### src/rtl/weight_glb_pkg.sv
// Shared definitions for the weight GLB sender and the router cluster top:
// default stream widths, sender FSM encoding and the read-credit helper.
package weight_glb_pkg;

    localparam int DEF_ADDR_W = 8;
    localparam int DEF_DATA_W = 13;
    localparam int DEF_LEN_W  = 9;

    localparam logic [1:0] ST_IDLE      = 2'd0;
    localparam logic [1:0] ST_SEND_ADDR = 2'd1;
    localparam logic [1:0] ST_SEND_DATA = 2'd2;
    localparam logic [1:0] ST_FINISH    = 2'd3;

    // A pop this cycle frees a slot, which is what keeps the stream bubble-free.
    function automatic logic slot_free(input logic [1:0] count,
                                       input logic       pend,
                                       input logic       pop);
        logic [2:0] used;
        used = {1'b0, count} + {2'b00, pend} - {2'b00, pop};
        return (used < 3'd2);
    endfunction

endpackage

### src/rtl/weight_glb_sender_stream_fifo2.sv
// Two-entry FIFO holding words returned by a 1-cycle-latency memory until the
// router accepts them. The caller guarantees no push when full, no pop when empty.
module stream_fifo2 #(
    parameter int W = 8
) (
    input  logic         clk,
    input  logic         rst_n,
    input  logic         push_i,
    input  logic [W-1:0] wdata_i,
    input  logic         pop_i,
    output logic [1:0]   count_o,
    output logic [W-1:0] head_o
);

    logic [W-1:0] mem_q [2];
    logic         wr_ptr_q;
    logic         rd_ptr_q;
    logic [1:0]   count_q;
    logic [1:0]   count_d;

    for (genvar gi = 0; gi < 2; gi++) begin : g_entry
        always_ff @(posedge clk or negedge rst_n) begin
            if (!rst_n) begin
                mem_q[gi] <= '0;
            end else if (push_i && (wr_ptr_q == gi[0])) begin
                mem_q[gi] <= wdata_i;
            end
        end
    end

    always_comb begin
        count_d = count_q;
        case ({push_i, pop_i})
            2'b10:   count_d = count_q + 2'd1;
            2'b01:   count_d = count_q - 2'd1;
            default: count_d = count_q;
        endcase
    end

    always_ff @(posedge clk or negedge rst_n) begin
        if (!rst_n) begin
            wr_ptr_q <= 1'b0;
            rd_ptr_q <= 1'b0;
            count_q  <= 2'd0;
        end else begin
            if (push_i) wr_ptr_q <= ~wr_ptr_q;
            if (pop_i)  rd_ptr_q <= ~rd_ptr_q;
            count_q <= count_d;
        end
    end

    assign count_o = count_q;
    assign head_o  = mem_q[rd_ptr_q];

endmodule

### src/rtl/weight_glb_sender.sv
// Streams one CSC weight block (address words, then data words) from the GLB
// address/data memories into the weight router's GLB inputs with valid/ready.
module weight_glb_sender
    import weight_glb_pkg::*;
#(
    parameter int ADDR_W  = DEF_ADDR_W,
    parameter int DATA_W  = DEF_DATA_W,
    parameter int AMEM_AW = 7,
    parameter int DMEM_AW = 9,
    parameter int LEN_W   = DEF_LEN_W
) (
    input  logic               clk,
    input  logic               rst_n,
    input  logic               start,
    input  logic [AMEM_AW-1:0] addr_base,
    input  logic [LEN_W-1:0]   addr_len,
    input  logic [DMEM_AW-1:0] data_base,
    input  logic [LEN_W-1:0]   data_len,
    output logic               busy,
    output logic               done,
    output logic               amem_ren,
    output logic [AMEM_AW-1:0] amem_raddr,
    input  logic [ADDR_W-1:0]  amem_rdata,
    output logic               dmem_ren,
    output logic [DMEM_AW-1:0] dmem_raddr,
    input  logic [DATA_W-1:0]  dmem_rdata,
    output logic               GLB_address_in_valid,
    output logic [ADDR_W-1:0]  GLB_address_in,
    input  logic               GLB_address_in_ready,
    output logic               GLB_data_in_valid,
    output logic [DATA_W-1:0]  GLB_data_in,
    input  logic               GLB_data_in_ready
);

    localparam logic [LEN_W-1:0] LEN_ONE = LEN_W'(1);

    logic [1:0]         state_q, state_d;
    logic [AMEM_AW-1:0] a_base_q, a_base_d;
    logic [DMEM_AW-1:0] d_base_q, d_base_d;
    logic [LEN_W-1:0]   a_len_q, a_len_d;
    logic [LEN_W-1:0]   d_len_q, d_len_d;
    logic [LEN_W-1:0]   a_iss_q, a_iss_d;
    logic [LEN_W-1:0]   d_iss_q, d_iss_d;
    logic [LEN_W-1:0]   a_sent_q, a_sent_d;
    logic [LEN_W-1:0]   d_sent_q, d_sent_d;
    logic               zero_blk_q, zero_blk_d;
    logic               a_pend_q;
    logic               d_pend_q;

    logic               in_addr;
    logic               in_data;
    logic [1:0]         a_count;
    logic [1:0]         d_count;
    logic [ADDR_W-1:0]  a_head;
    logic [DATA_W-1:0]  d_head;
    logic               a_pop;
    logic               d_pop;
    logic               a_last;
    logic               d_last;

    assign in_addr = (state_q == ST_SEND_ADDR);
    assign in_data = (state_q == ST_SEND_DATA);

    // Valids are gated by phase so the two streams can never overlap.
    assign GLB_address_in_valid = in_addr && (a_count != 2'd0);
    assign GLB_data_in_valid    = in_data && (d_count != 2'd0);
    assign GLB_address_in       = a_head;
    assign GLB_data_in          = d_head;

    assign a_pop = GLB_address_in_valid && GLB_address_in_ready;
    assign d_pop = GLB_data_in_valid && GLB_data_in_ready;

    assign a_last = a_pop && ((a_sent_q + LEN_ONE) == a_len_q);
    assign d_last = d_pop && ((d_sent_q + LEN_ONE) == d_len_q);

    assign amem_ren   = in_addr && (a_iss_q < a_len_q) && slot_free(a_count, a_pend_q, a_pop);
    assign dmem_ren   = in_data && (d_iss_q < d_len_q) && slot_free(d_count, d_pend_q, d_pop);
    assign amem_raddr = a_base_q + AMEM_AW'(a_iss_q);
    assign dmem_raddr = d_base_q + DMEM_AW'(d_iss_q);

    // An empty block has no streaming phase, so busy covers its FINISH cycle instead.
    assign busy = in_addr || in_data || ((state_q == ST_FINISH) && zero_blk_q);
    assign done = (state_q == ST_FINISH);

    always_comb begin
        state_d    = state_q;
        a_base_d   = a_base_q;
        d_base_d   = d_base_q;
        a_len_d    = a_len_q;
        d_len_d    = d_len_q;
        zero_blk_d = zero_blk_q;
        a_iss_d    = a_iss_q + (amem_ren ? LEN_ONE : '0);
        d_iss_d    = d_iss_q + (dmem_ren ? LEN_ONE : '0);
        a_sent_d   = a_sent_q + (a_pop ? LEN_ONE : '0);
        d_sent_d   = d_sent_q + (d_pop ? LEN_ONE : '0);
        case (state_q)
            ST_IDLE: begin
                if (start) begin
                    a_base_d   = addr_base;
                    d_base_d   = data_base;
                    a_len_d    = addr_len;
                    d_len_d    = data_len;
                    a_iss_d    = '0;
                    d_iss_d    = '0;
                    a_sent_d   = '0;
                    d_sent_d   = '0;
                    zero_blk_d = (addr_len == '0) && (data_len == '0);
                    if (addr_len != '0)      state_d = ST_SEND_ADDR;
                    else if (data_len != '0) state_d = ST_SEND_DATA;
                    else                     state_d = ST_FINISH;
                end
            end
            ST_SEND_ADDR: begin
                if (a_last) state_d = (d_len_q != '0) ? ST_SEND_DATA : ST_FINISH;
            end
            ST_SEND_DATA: begin
                if (d_last) state_d = ST_FINISH;
            end
            default: begin
                state_d = ST_IDLE;
            end
        endcase
    end

    always_ff @(posedge clk or negedge rst_n) begin
        if (!rst_n) begin
            state_q    <= ST_IDLE;
            a_base_q   <= '0;
            d_base_q   <= '0;
            a_len_q    <= '0;
            d_len_q    <= '0;
            a_iss_q    <= '0;
            d_iss_q    <= '0;
            a_sent_q   <= '0;
            d_sent_q   <= '0;
            zero_blk_q <= 1'b0;
            a_pend_q   <= 1'b0;
            d_pend_q   <= 1'b0;
        end else begin
            state_q    <= state_d;
            a_base_q   <= a_base_d;
            d_base_q   <= d_base_d;
            a_len_q    <= a_len_d;
            d_len_q    <= d_len_d;
            a_iss_q    <= a_iss_d;
            d_iss_q    <= d_iss_d;
            a_sent_q   <= a_sent_d;
            d_sent_q   <= d_sent_d;
            zero_blk_q <= zero_blk_d;
            a_pend_q   <= amem_ren;
            d_pend_q   <= dmem_ren;
        end
    end

    // A read issued last cycle returns now and lands in its stream's FIFO.
    stream_fifo2 #(.W(ADDR_W)) u_afifo (
        .clk     (clk),
        .rst_n   (rst_n),
        .push_i  (a_pend_q),
        .wdata_i (amem_rdata),
        .pop_i   (a_pop),
        .count_o (a_count),
        .head_o  (a_head)
    );

    stream_fifo2 #(.W(DATA_W)) u_dfifo (
        .clk     (clk),
        .rst_n   (rst_n),
        .push_i  (d_pend_q),
        .wdata_i (dmem_rdata),
        .pop_i   (d_pop),
        .count_o (d_count),
        .head_o  (d_head)
    );

endmodule

### config.mk
export PLATFORM = sky130hd
export DESIGN_NAME = weight_glb_sender
export DESIGN_NICKNAME = d
export VERILOG_FILES = /design/src/rtl/weight_glb_pkg.sv /design/src/rtl/weight_glb_sender_stream_fifo2.sv /design/src/rtl/weight_glb_sender.sv
export SDC_FILE = /design/constraint.sdc
export NUM_CORES = 1
export LEC_CHECK = 0
export CAP_MARGIN = 20
export CORE_UTILIZATION = 35
export CTS_BUF_LIST = sky130_fd_sc_hd__clkbuf_4
export DETAILED_ROUTE_END_ITERATION = 10
export PLACE_DENSITY = 0.54
export SYNTH_ARGS = -nofsm -noshare
export SYNTH_HDL_FRONTEND = slang
export SYNTH_HIERARCHICAL = 1
export SYNTH_SLANG_ARGS = --single-unit
### constraint.sdc
create_clock -name clk -period 4 [get_ports clk]
set_input_delay 0.8 -clock clk [delete_from_list [all_inputs] [get_ports clk]]
set_output_delay 0.8 -clock clk [all_outputs]
set_load 0.1 [all_outputs]
---- After elaboration in Yosys (flattened, before gate mapping) ----
Cells that the tools add are included.
word-level totals
  memory bits (writable) .................. 0
  latch bits .............................. 0
  bits of input ports ..................... 60
  output and inout port bits .............. 43
  memories ................................ 0
  register bits ........................... 125
  ROM bits ................................ 0
operators by class
  multipliers ............................. 0
  div/mod/pow operators ................... 0
  magnitude comparators ................... 6
  $add $sub $neg .......................... 16
  bitwise gates (word level) .............. 6
  reduce and logical (&&, ||, !) cells .... 30
  mux-type cells .......................... 27
  shifts and indexed selects .............. 0
  eq/ne operators ......................... 12
operator list
  kind                   number
  $mux W9                8
  $mux W13               3
  $add A9 B1 Y9          4
  $reduce_bool A9 Y1     3
  $mux W8                3
  $add A9 B1 Y9 const B  2
  $eq A9 B9 Y1           2
  $logic_not A9 Y1       2
  $lt A9 B9 Y1           2
  $logic_and A1 B1 Y1    16
  $add A9 B9 Y9          1
  $eq A2 B2 Y1 const B   4
  $mux W2                4
  $pmux W2 S2            2
  $reduce_bool A2 Y1     4
  $add A7 B7 Y7          1
  $add A2 B1 Y3          2
  $eq A2 B1 Y1 const B   3
  $lt A3 B2 Y1 const B   2
  $mux W1                6
  $pmux W2 S3            1
  $sub A3 B1 Y3          2
  $add A2 B1 Y2 const B  2
  $ge A2 B2 Y1 const B   2
  other kinds (9)        16

---- Longest topological paths before layout ----
Gate-level depths: netlist of the first run.
  depth in word-level cells ............... 10
  mapped depth ............................ 19
  gate-level depth less buffers ........... 19

---- Cells and area by module ----
The synthesis of the first run kept the hierarchy.
modules (own cells, without submodules)
  module                   sequential area each (sq um)  times used  area each (sq um)  cells each
  weight_glb_sender        1876.8                        1           4725.8             523
  stream_fifo2 at u_dfifo  750.7                         1           1336.3             82
  stream_fifo2 at u_afifo  500.5                         1           857.1              55

---- Worst setup path before layout of the first run ----
Ideal clock, no wire load.
  kind .................................... reg-to-reg
  start ................................... register state_q[0]
  end ..................................... register d_iss_q[8]
  buffers on the path ..................... 0
  setup slack ............................. -0.990 ns
  required time ........................... 3.868 ns
  period minus slack after synthesis ...... 4.990 ns
  library setup time ...................... 0.132 ns
  cell stages (with the launch flop) ...... 19
  arrival time ............................ 4.859 ns
  cell sequence ........................... dfrtp_1 -> inv_1 -> ha_1 -> o21a_1 -> and2_1 -> ha_1 -> nand2b_1 -> fa_1 -> nand2_1 -> a2111oi_0 -> o21ai_0 -> nand2_1 -> ha_1 -> ha_1 -> nand2_1 -> nor2_1 -> nand3_1 -> xor2_1 -> nor2_1
between the ends
  word-level cells in the longest chain between the ends .. 10
RTL lines
  element                      RTL line                  RTL
  start: declaration           weight_glb_sender.sv:37   logic [1:0] state_q, state_d;
  start signal: assignment     weight_glb_sender.sv:140  state_q <= state_d;
  $eq A2 B2 Y1 *               weight_glb_sender.sv:62   assign in_data = (state_q == ST_SEND_DATA);
  $logic_and A1 B1 Y1 *        weight_glb_sender.sv:66   assign GLB_data_in_valid = in_data && (d_count != 2'd0);
  named net GLB_data_in_valid  weight_glb_sender.sv:30   output logic GLB_data_in_valid,
  $logic_and A1 B1 Y1 *        weight_glb_sender.sv:71   assign d_pop = GLB_data_in_valid && GLB_data_in_ready;
  named net d_pop              weight_glb_sender.sv:57   logic d_pop;
  $sub A3 B1 Y3 *              weight_glb_pkg.sv:19      used = {1'b0, count} + {2'b00, pend} - {2'b00, pop};
  $lt A3 B2 Y1 *               weight_glb_pkg.sv:20      return (used < 3'd2);
  $logic_and A1 B1 Y1 *        weight_glb_sender.sv:77   assign dmem_ren = in_data && (d_iss_q < d_len_q) && slot_free(d_count, d_pend_q, d_pop);
  named net dmem_ren           weight_glb_sender.sv:24   output logic dmem_ren,
  $mux W1 *                    weight_glb_sender.sv:93   d_iss_d = d_iss_q + (dmem_ren ? LEN_ONE : '0);
  $add A9 B1 Y9 *              weight_glb_sender.sv:93
  $mux W9                      weight_glb_sender.sv:98   if (start) begin
  $mux W9 *                    weight_glb_sender.sv:96   case (state_q)
  named net d_iss_d[8]         weight_glb_sender.sv:43   logic [LEN_W-1:0] d_iss_q, d_iss_d;
  end signal: assignment       weight_glb_sender.sv:146  d_iss_q <= d_iss_d;
  end: declaration             weight_glb_sender.sv:43
The timed path passes the listed nets; every way through them passes the cells marked *.
A chain may end at the register's enable or synchronous reset.

---- Worst setup path in the final report of the first run ----
  start ................................... register state_q[1]
  end ..................................... output amem_ren
between the ends
  word-level cells in the longest chain between the ends .. 6
RTL lines
  element              RTL line                 RTL
  $eq A2 B1 Y1         weight_glb_sender.sv:61  assign in_addr = (state_q == ST_SEND_ADDR);
  $logic_and A1 B1 Y1  weight_glb_sender.sv:65  assign GLB_address_in_valid = in_addr && (a_count != 2'd0);
  $logic_and A1 B1 Y1  weight_glb_sender.sv:70  assign a_pop = GLB_address_in_valid && GLB_address_in_ready;
  named net a_pop      weight_glb_sender.sv:56  logic a_pop;
  $sub A3 B1 Y3        weight_glb_pkg.sv:19
  $lt A3 B2 Y1         weight_glb_pkg.sv:20
  $logic_and A1 B1 Y1  weight_glb_sender.sv:76  assign amem_ren = in_addr && (a_iss_q < a_len_q) && slot_free(a_count, a_pend_q, a_pop);
  end: declaration     weight_glb_sender.sv:21  output logic amem_ren,
The timed path passes the listed nets, and every way through them passes these cells.

==> impl_metrics.py, run 1 <==
metrics = {
    "outcome": {
        "status": "completed",
    },
    "critical_path": {
        "cp_cell_sequence": "inv_2 > ha_4 > o21a_4 > and2_4 > ha_1 > nand2b_4 > fa_2 > xnor2_2 > nand4b_1 > a21oi_2 > o211ai_1 > nand2_2 > buf_12",
        "startpoint_type": "flip-flop",
        "critical_path_class": "flip-flop to output pin",
        "critPathCaptureType": "output pin",
        "cp_slowest_cell": "dfrtp_1",
        "cpLargestDelayFamily": "adder cells",
        "cp_slowest_stage_delay_ns": 0.45,
        "critPathArrivalTime_ns": 3.10,
        "crit_required_ns": 3.20,
        "worst-path-buf-inv": 2,
        "worst-path-max-fanout": 3,
        "r2r_slack_ns": 0.47,
    },
    "pwr": {
        "leakage_nw": 4.14,
        "pwr_density_cell_nw_per_um2": 572,
        "ir_drop_mv": 0.493,
        "finalPower_mw": 4.94,
    },
    "sta": {
        "setup_viol": 0,
        "setup_slack_ns": 0.0990,
        "tightest_slew_ns": 1.03,
        "rsz0062_at_grt": "yes",
        "min_period_ns": 3.90,
        "fin_worst_skew_ns": 0.0193,
        "final.setup.tns_ns": 0,
        "hold_violations": 0,
        "max_freq_mhz": 256,
        "slew_headroom_pct": 31.3,
        "maxSlewViolCount": 0,
        "timing.final.crit_share_pct": 97.5,
    },
    "die": {
        "die_width_um": 143,
        "die_height_um": 143,
        "design.die.area_um2": 20300,
        "pin_count": 103,
        "core_area_um2": 19400,
        "rows": 51,
        "start_util_pct": 35.7,
    },
    "yosys": {
        "synth_cells": 660,
        "muxShareOfSynthArea_pct": 11.1,
        "synth-compound-area-share_pct": 7.58,
        "ys_seq_area_share_pct": 45.2,
        "ys.flop_type": "dfrtp_1",
        "yosysWarnings": 6,
        "syn-num-nets": 772,
        "syn_area_um2": 6920,
        "synth_cell_types": 46,
        "synthArstFlopShare_pct": 100,
        "synthAdderAreaFrac_pct": 9.84,
        "yosys_register_bits": 125,
        "syn_avg_cell_area_um2": 10.5,
        "yosys.area_share.xor_xnor_pct": 8.86,
        "synth_top_family_by_area": "simple AND/OR/NAND/NOR gates",
        "synth_edf_count": 0,
        "yosys.area_share.simple_pct": 14.1,
    },
    "placed_design": {
        "place.gp.congestion": 0.791,
        "place_ws_ns": -0.114,
        "io_buffers": 102,
        "post-dp-hpwl_um": 10900,
        "dp_cells": 1017,
    },
    "cells_and_area": {
        "fin_util_pct": 44.5,
        "layout_common_cells": "dfrtp_1 (124), nand2_1 (85), clkdlybuf4s50_1 (69), mux2_2 (45), ha_1 (45)",
        "final_common_cell": "dfrtp_1",
        "fin_nets": 886,
        "fin_cells": 1052,
        "area_delta_synth_final_pct": 24.8,
        "drive_gt1_share_pct": 20.6,
        "num_antenna_cells": 0,
    },
    "clocking": {
        "clk_latency_ns": 0.53,
        "cts-root-buf": "clkbuf_4",
        "clockBufferDepth": 2,
        "clock-sinks": 125,
        "tritoncts": "done",
        "numCtsBuffers": 17,
        "ctsHtreeMaxLevel": 4,
        "path_clk_slew_ns": 0.13,
    },
    "detailed_routing": {
        "antenna_left": 0,
        "first_pass_iters": 4,
        "wl_per_cell_um": 14.8,
        "drtIter0Drc": 170,
        "route.detailed.drc": 0,
        "viasPerCell": 4.79,
        "vias": 5037,
        "wl_um": 15500,
    },
    "global_route": {
        "grt_pass1_wl_um": 26100,
        "grtUsageTotal_pct": 16.4,
        "grt_max_degree": 126,
        "grt-ovfl-total": 0,
        "grt_pass1_vias": 5145,
        "antenna_found_initial": 0,
    },
    "flow_run": {
        "drv_cap": 0,
    },
    "min_path": {
        "hold_path_class": "input pin to asynchronous set/reset pin",
    },
}
-- layer usage --
| metal | up-vias | part of all wire [%] | track usage (%) |
|---|---|---|---|
| li1 | 2479 | - | - |
| met1 | 2441 | 47 | 21.3 |
| met2 | 110 | 46 | 26.7 |
| met3 | 7 | 5.9 | 5.55 |
| met4 | 0 | 0.67 | 3.23 |
| met5 | - | 0 | 0 |
-- timing repair --
item | in CTS | in global routing
endpoints found under the setup margin | 2 | 2
pin swaps | 4 | 5
hold buffers | 0 | 0
gates resized for setup | 12 | 10
buffers inserted | 3 | 1
-- synth_stat cells (3+ instances only) --
master    instances  area [um2]
dfrtp_1         125        3130
nand2_1          88         330
ha_1             48         601
mux2_2           45         507
nor2_1           37         139
xnor2_1          36         315
inv_1            35         131
xor2_1           34         298
o21ai_0          32         160
a21oi_1          25         125
nand3_1          20         100
and2_1           16         100
clkbuf_1         12        45.0
a21o_1           11        82.6
mux2_1           10         113
mux2_4           10         150
nand4_1           8        50.1
or3_1             8        50.1
buf_2             5        25.0
nor4_1            5        31.3
fa_1              4        80.1
nand2b_1          4        25.0
o211ai_1          4        30.0
o21bai_1          4        30.0
nor3_1            3        15.0
-- final cells by class --
class	instances	area [um2]
clock buffer	17	128
clock inverter	15	149
fill	1918	10800
inverter	37	139
multi-input combinational	479	3690
sequential	125	3130
tap	265	332
timing repair buffer	114	1070
-- cell families (layout without fill, tap and decap cells) --
group                      count (synthesis)  count (layout)
AOI/OAI and AO/OA                         87              87
buffers and inverters                     56             183
DFF                                      125             125
and+or+nand+nor                          205             205
muxes                                     65              65
adders and majority gates                 52              52
xor gates and xnor gates                  70              70
-- power by group --
group          switching, mW  internal [mW]
Sequential             0.221           1.45
Clock                  0.504          0.366
Combinational           1.55          0.846
-- sequential cells by signal, summed over array words and instances (netlist names), 2 cells and up --
| register | flops |
|---|---|
| a_base_q | 7 |
| a_iss_q | 9 |
| a_len_q | 9 |
| a_sent_q | 9 |
| d_base_q | 9 |
| d_iss_q | 9 |
| d_len_q | 9 |
| d_sent_q | 9 |
| state_q | 2 |
| u_afifo/count_o | 2 |
| u_afifo/mem_q | 16 |
| u_dfifo/count_o | 2 |
| u_dfifo/mem_q | 26 |
-- per-stage QoR --
stage | instance area [um2] | hold WS, ns
after floorplan | 6950 | 0.452
after global placement | 8230 | 0.463
after detailed placement | 8230 | 0.471
after CTS | 8580 | 0.356
after global routing | 8630 | 0.338
final | 8630 | 0.249
-- path summary, 6_finish.rpt --
| path | startpoint | to | depth (start not counted) |
|---|---|---|---|
| max in group asynchronous | rst_n | u_dfifo/count_o[1] | 2 |
| min in group clk | d_base_q[7] | d_base_q[7] | 2 |
| hold / removal | rst_n | u_dfifo/mem_q[11] | 2 |
| setup reg to reg | state_q[1] | a_iss_q[8] | 20 |
| hold reg to reg | d_base_q[7] | d_base_q[7] | 2 |
| setup / recovery | state_q[1] | amem_ren | 13 |
(Power assumes the default switching activity.)
==> run 2, diff against run 1 <==
Settings changed: CORE_UTILIZATION 35 to 45, DONT_BUFFER_PORTS set to 1, PLACE_DENSITY 0.54 to 0.58.
==> run 2 against run 1 <==
  * Die area shrank 22%
  * Non-clock buffer count is 84 lower
  * Power decreased by 1.9%
  * Sequential share of layout area is 3.6 points higher
  * Sequential power about the same
  * Core utilization grew 8.7 points
  * First-iteration DRC count decreased by 35%
  * Final area decreased by 9.0%
  * Combinational power shrank 7%
  * Critical path type unchanged
  * Largest power group unchanged
  * Highest routed layer unchanged
==> impl_metrics.py, run 2 (synthesis results as in run 1) <==
metrics = {
    "sta": {
        "max_freq_mhz": 251,
        "min_period_ns": 3.98,
        "fin_worst_skew_ns": 0.0175,
        "maxSlewViolCount": 0,
        "setup_viol": 0,
        "rsz0062_at_grt": "yes",
        "tightest_slew_ns": 0.905,
        "hold_violations": 0,
        "holdWs_ns": 0.248,
        "timing.final.crit_share_pct": 99.6,
        "slew_headroom_pct": 39.5,
    },
    "clocking": {
        "clock-sinks": 125,
        "numCtsBuffers": 17,
        "path_clk_slew_ns": 0.10,
        "tritoncts": "done",
        "cts-root-buf": "clkbuf_4",
        "clockBufferDepth": 2,
        "ctsHtreeMaxLevel": 4,
        "clk_latency_ns": 0.51,
    },
    "detailed_routing": {
        "viasPerCell": 5.32,
        "vias": 4709,
        "wl_um": 14200,
        "wl_per_cell_um": 16.0,
        "antenna_left": 0,
        "first_pass_iters": 4,
        "drtIter0Drc": 110,
        "route.detailed.drc": 0,
    },
    "outcome": {
        "status": "completed",
    },
    "cells_and_area": {
        "top_register": "u_dfifo/mem_q",
        "final_common_cell": "dfrtp_1",
        "largest_register_ffs": 26,
        "fin_nets": 802,
        "layout_common_cells": "dfrtp_1 (123), nand2_1 (85), mux2_2 (45), ha_1 (45), nor2_1 (37)",
        "area_delta_synth_final_pct": 13.5,
        "num_antenna_cells": 0,
        "top_regs": "u_dfifo/mem_q x26, u_afifo/mem_q x16",
        "fin_cells": 885,
        "drive_gt1_share_pct": 22.3,
    },
    "min_path": {
        "hold_path_class": "input pin to asynchronous set/reset pin",
    },
    "critical_path": {
        "critPathArrivalTime_ns": 3.18,
        "cpMostUsedCell": "ha_4",
        "critical_path_class": "flip-flop to output pin",
        "worst-path-max-fanout": 2,
        "crit_required_ns": 3.20,
        "worst-path-buf-inv": 3,
        "cp_slowest_cell": "dfrtp_1",
        "critPathCaptureType": "output pin",
        "cpLargestDelayFamily": "adder cells",
        "cp_cell_sequence": "buf_4 > inv_4 > ha_4 > o21a_4 > and2_4 > ha_4 > nand2b_4 > fa_2 > xor2_2 > a2111oi_4 > o211ai_1 > nand2_4 > buf_12",
        "startpoint_type": "flip-flop",
        "cp_slowest_stage_delay_ns": 0.41,
    },
    "pwr": {
        "leakage_nw": 3.90,
        "finalPower_mw": 4.85,
        "pwr_density_cell_nw_per_um2": 617,
        "ir_drop_mv": 0.949,
    },
    "global_route": {
        "grt_pass1_vias": 4991,
        "grt-ovfl-total": 0,
        "grt_max_degree": 126,
        "grt_pass1_wl_um": 24000,
        "antenna_found_initial": 0,
        "grtUsageTotal_pct": 19.2,
    },
    "die": {
        "core_area_um2": 14800,
        "start_util_pct": 46.9,
        "die_width_um": 126,
        "pin_count": 103,
        "die_height_um": 126,
        "design.die.area_um2": 15900,
        "rows": 44,
    },
    "placed_design": {
        "dp_cells": 847,
        "post-dp-hpwl_um": 9860,
        "io_buffers": 0,
        "place.gp.congestion": 0.830,
    },
    "flow_run": {
        "drv_cap": 0,
    },
}
## run 2: final timing paths
kind | slack, ns | cells past startpoint | to | from
max reg2reg | 0.38 | 20 | d_iss_q[8] | state_q[0]
min | 0.25 | 1 | u_dfifo/count_o[0] | rst_n
max | 0.02 | 13 | dmem_ren | state_q[0]
min in group clk | 0.38 | 2 | a_base_q[3] | addr_base[3]
max in group asynchronous | 3.27 | 1 | u_dfifo/mem_q[15] | rst_n
min reg2reg | 0.49 | 2 | a_base_q[4] | a_base_q[4]
## run 2: layout make-up
cell class              instances  area [um2]
fillers                      1343        6900
multi-input cells             479        3780
flip-flops and latches        125        3130
repair buffers                 30         274
well taps                     184         230
clock buffers                  21         158
clock inverters                 9         145
inverters                      37         141
## run 2: metal layers
layer | vias up | track usage, % | part of all wire (%)
li1 | 2305 | - | -
met1 | 2275 | 23.9 | 45
met2 | 109 | 31.0 | 46
met3 | 20 | 6.46 | 6.9
met4 | 0 | 6.80 | 1.9
met5 | - | 0 | 0
## run 2: metrics by stage
stage / util (%) / worst slack, ns / area (um2) / TNS, ns
global placement: 49.8 / 0.210 / 7350 / 0
CTS: 52.8 / -0.00299 / 7780 / -0.00299
global route: 53.2 / -0.120 / 7860 / -0.223
detailed placement: 49.8 / 0.0827 / 7350 / 0
finish: 53.2 / 0.0177 / 7860 / 0
floorplan: - / -0.0807 / 6950 / -0.0807
## run 2: where the power goes
group          switching [mW]  internal, mW  total (mW)
sequential              0.217          1.45        1.67
clock                   0.447         0.512       0.959
combinational            1.51         0.704        2.22
## run 2: what timing repair did
item / 4_1_cts / 5_1_grt
pin swaps: 6 / 3
setup buffers: 4 / 3
endpoints found under the setup margin: 2 / 3
resized for setup: 14 / 12
hold buffers: 1 / 0
hold endpoints to repair: 125 / 0
## run 2: worst register-to-register path: cells and delay by family, from the launching register on
| kind | cells | cell delay (ns) |
|---|---|---|
| compound gates | 3 | 0.64 |
| xor+xnor | 2 | 0.31 |
| flops | 1 | 0.41 |
| simple gates | 7 | 0.76 |
| fa+ha+maj | 5 | 1.05 |
| buf+inv | 3 | 0.33 |
==> run 3, diff against run 2 <==
Settings changed: ABC_AREA set to 1.
==> run 3 against run 2 <==
  * Critical path depth unchanged
  * Routed wire length up 4.1%
  * Sequential share of layout area down 2.5 points
  * Critical path type unchanged
  * Sequential cell count unchanged
  * Count of clock-buffer cells in the layout down 3
  * Die area up 5.2%
  * Cell count up 34%
  * Final area up 6.6%
  * Fmax up 5.4%
  * Synthesized area up 5.3%
  * Core utilization down 0.34 points
==> impl_metrics.py, run 3 <==
metrics = {
    "outcome": {
        "status": "completed",
    },
    "clocking": {
        "tritoncts": "done",
        "cts-root-buf": "clkbuf_4",
        "postCtsSetupBuffers": 0,
        "clock-sinks": 125,
        "numCtsBuffers": 17,
        "ctsHtreeMaxLevel": 4,
        "clk_latency_ns": 0.51,
        "clockBufferDepth": 2,
        "path_clk_slew_ns": 0.12,
    },
    "global_route": {
        "grtUsageTotal_pct": 19.3,
        "grt_pass1_vias": 5432,
        "grt_max_degree": 126,
        "antenna_found_initial": 1,
        "grt_pass1_wl_um": 25200,
        "grt-ovfl-total": 0,
    },
    "die": {
        "die_height_um": 129,
        "die_width_um": 129,
        "pin_count": 103,
        "core_area_um2": 15800,
        "rows": 46,
        "design.die.area_um2": 16700,
        "start_util_pct": 46.0,
    },
    "cells_and_area": {
        "layout_common_cells": "nand2_1 (253), inv_1 (137), dfrtp_1 (125), o21ai_0 (61), nor2_1 (54)",
        "top_regs": "u_dfifo/mem_q x26, u_afifo/mem_q x16",
        "final_common_cell": "nand2_1",
        "fin_nets": 1066,
        "area_delta_synth_final_pct": 14.9,
        "top_register": "u_dfifo/mem_q",
        "drive_gt1_share_pct": 16.4,
        "largest_register_ffs": 26,
        "fin_area_um2": 8370,
    },
    "yosys": {
        "yosys.area.top_type_share_pct": 42.9,
        "yosys_register_bits": 125,
        "syn_area_um2": 7280,
        "synth_edf_count": 0,
        "synth_most_common_cell": "nand2_1",
        "synth.area.top_cells": "dfrtp_1 (43%), nand2_1 (13%), ha_1 (8.2%), inv_1 (7.3%), o21ai_0 (5.7%)",
        "synth_top_area_cell": "dfrtp_1",
        "synth_cell_types": 41,
        "ys_seq_area_share_pct": 42.9,
        "yosysWarnings": 6,
        "syn-num-nets": 1035,
        "ys.flop_type": "dfrtp_1",
        "synthArstFlopShare_pct": 100,
        "netlist_top_cells_count": "nand2_1 (255), inv_1 (141), dfrtp_1 (125)",
        "synth_cells": 923,
        "syn_avg_cell_area_um2": 7.89,
    },
    "sta": {
        "slew_headroom_pct": 26.1,
        "setup_slack_ns": 0.222,
        "maxSlewViolCount": 0,
        "tightest_slew_ns": 1.11,
        "hold_violations": 0,
        "setup_viol": 0,
        "timing.final.crit_share_pct": 94.5,
        "max_freq_mhz": 265,
        "min_period_ns": 3.78,
        "fin_worst_skew_ns": 0.0222,
        "rsz0062_at_grt": "no",
    },
    "critical_path": {
        "critical_path_class": "flip-flop to output pin",
        "startpoint_type": "flip-flop",
        "critPathCaptureType": "output pin",
        "rr_worst_depth": 18,
        "crit_required_ns": 3.20,
        "critPathArrivalTime_ns": 2.98,
        "worst-path-max-fanout": 4,
    },
    "detailed_routing": {
        "first_pass_iters": 4,
        "drtIter0Drc": 273,
        "viasPerCell": 4.80,
        "antenna_left": 0,
        "route.detailed.drc": 0,
        "wl_um": 14800,
        "wl_per_cell_um": 12.5,
        "vias": 5686,
    },
    "placed_design": {
        "place_ws_ns": 0.495,
        "post-dp-hpwl_um": 10800,
        "place.gp.congestion": 0.764,
        "io_buffers": 0,
        "post_dp_cell_area_um2": 7910,
    },
    "min_path": {
        "hold_path_class": "input pin to asynchronous set/reset pin",
    },
    "flow_run": {
        "drv_cap": 0,
    },
}
-- run 3: critical path, stage by stage (launching register included) --
cell and delay, ns:
dfrtp_1 0.42, inv_1 0.10, ha_2 0.21, inv_2 0.08
a21oi_4 0.13, nand2_2 0.09, inv_4 0.09, ha_4 0.19
inv_2 0.04, nand2_1 0.05, fa_1 0.51, nand3_2 0.10
nor3_4 0.25, buf_12 0.21
-- run 3: logic make-up after synthesis --
group                    synth area share, %
flip-flops                              42.9
AO/OA/AOI/OAI                           12.3
adder cells (fa/ha/maj)                 9.34
XOR/XNOR                                3.25
buffers and inverters                   9.67
AND/OR/NAND/NOR                         22.5
-- run 3: area by class of cell --
type	instances	area, um2
diodes	1	2.50
clock buffers	18	135
clock inverters	14	243
fillers	1550	7450
inverters	148	558
multi-input cells	625	3690
flip-flops and latches	125	3130
well taps	216	270
repair buffers	37	343
-- run 3: what timing repair did --
action,in CTS,in global routing
endpoints found under the setup margin,0,3
hold endpoints to repair,125,0
hold buffers,1,0
resized for setup,0,9
-- run 3: layer usage --
metal	wire length [um]	track usage, %	vias to the layer above
li1	-	-	3007
met1	7220	25.0	2571
met2	6740	30.8	97
met3	590	4.54	11
met4	221	8.17	0
met5	0	0	-
-- run 3: final timing paths --
path	startpoint	endpoint	slack, ns
min in group clk	data_base[2]	d_base_q[2]	0.39
worst min register to register	a_iss_q[8]	a_iss_q[8]	0.48
worst max register to register	state_q[1]	a_iss_q[8]	0.55
worst max-delay path	state_q[0]	dmem_ren	0.22
worst min-delay path	rst_n	d_base_q[1]	0.20
max in group asynchronous	rst_n	u_dfifo/mem_q[21]	3.25
-- run 3: stage by stage --
stage                     instances  utilization, %  hold WS (ns)  setup TNS (ns)
after floorplan                 923               -         0.438           -1.69
after global placement         1149            50.0         0.462               0
after detailed placement       1149            50.0         0.468               0
after CTS                      1182            52.5         0.204               0
after global routing           1184            52.9         0.235               0
final                          1184            52.9         0.199               0
Power of run 3 is not shown: default switching activity piles up to over one toggle a cycle in this logic, so the estimate is an artifact.
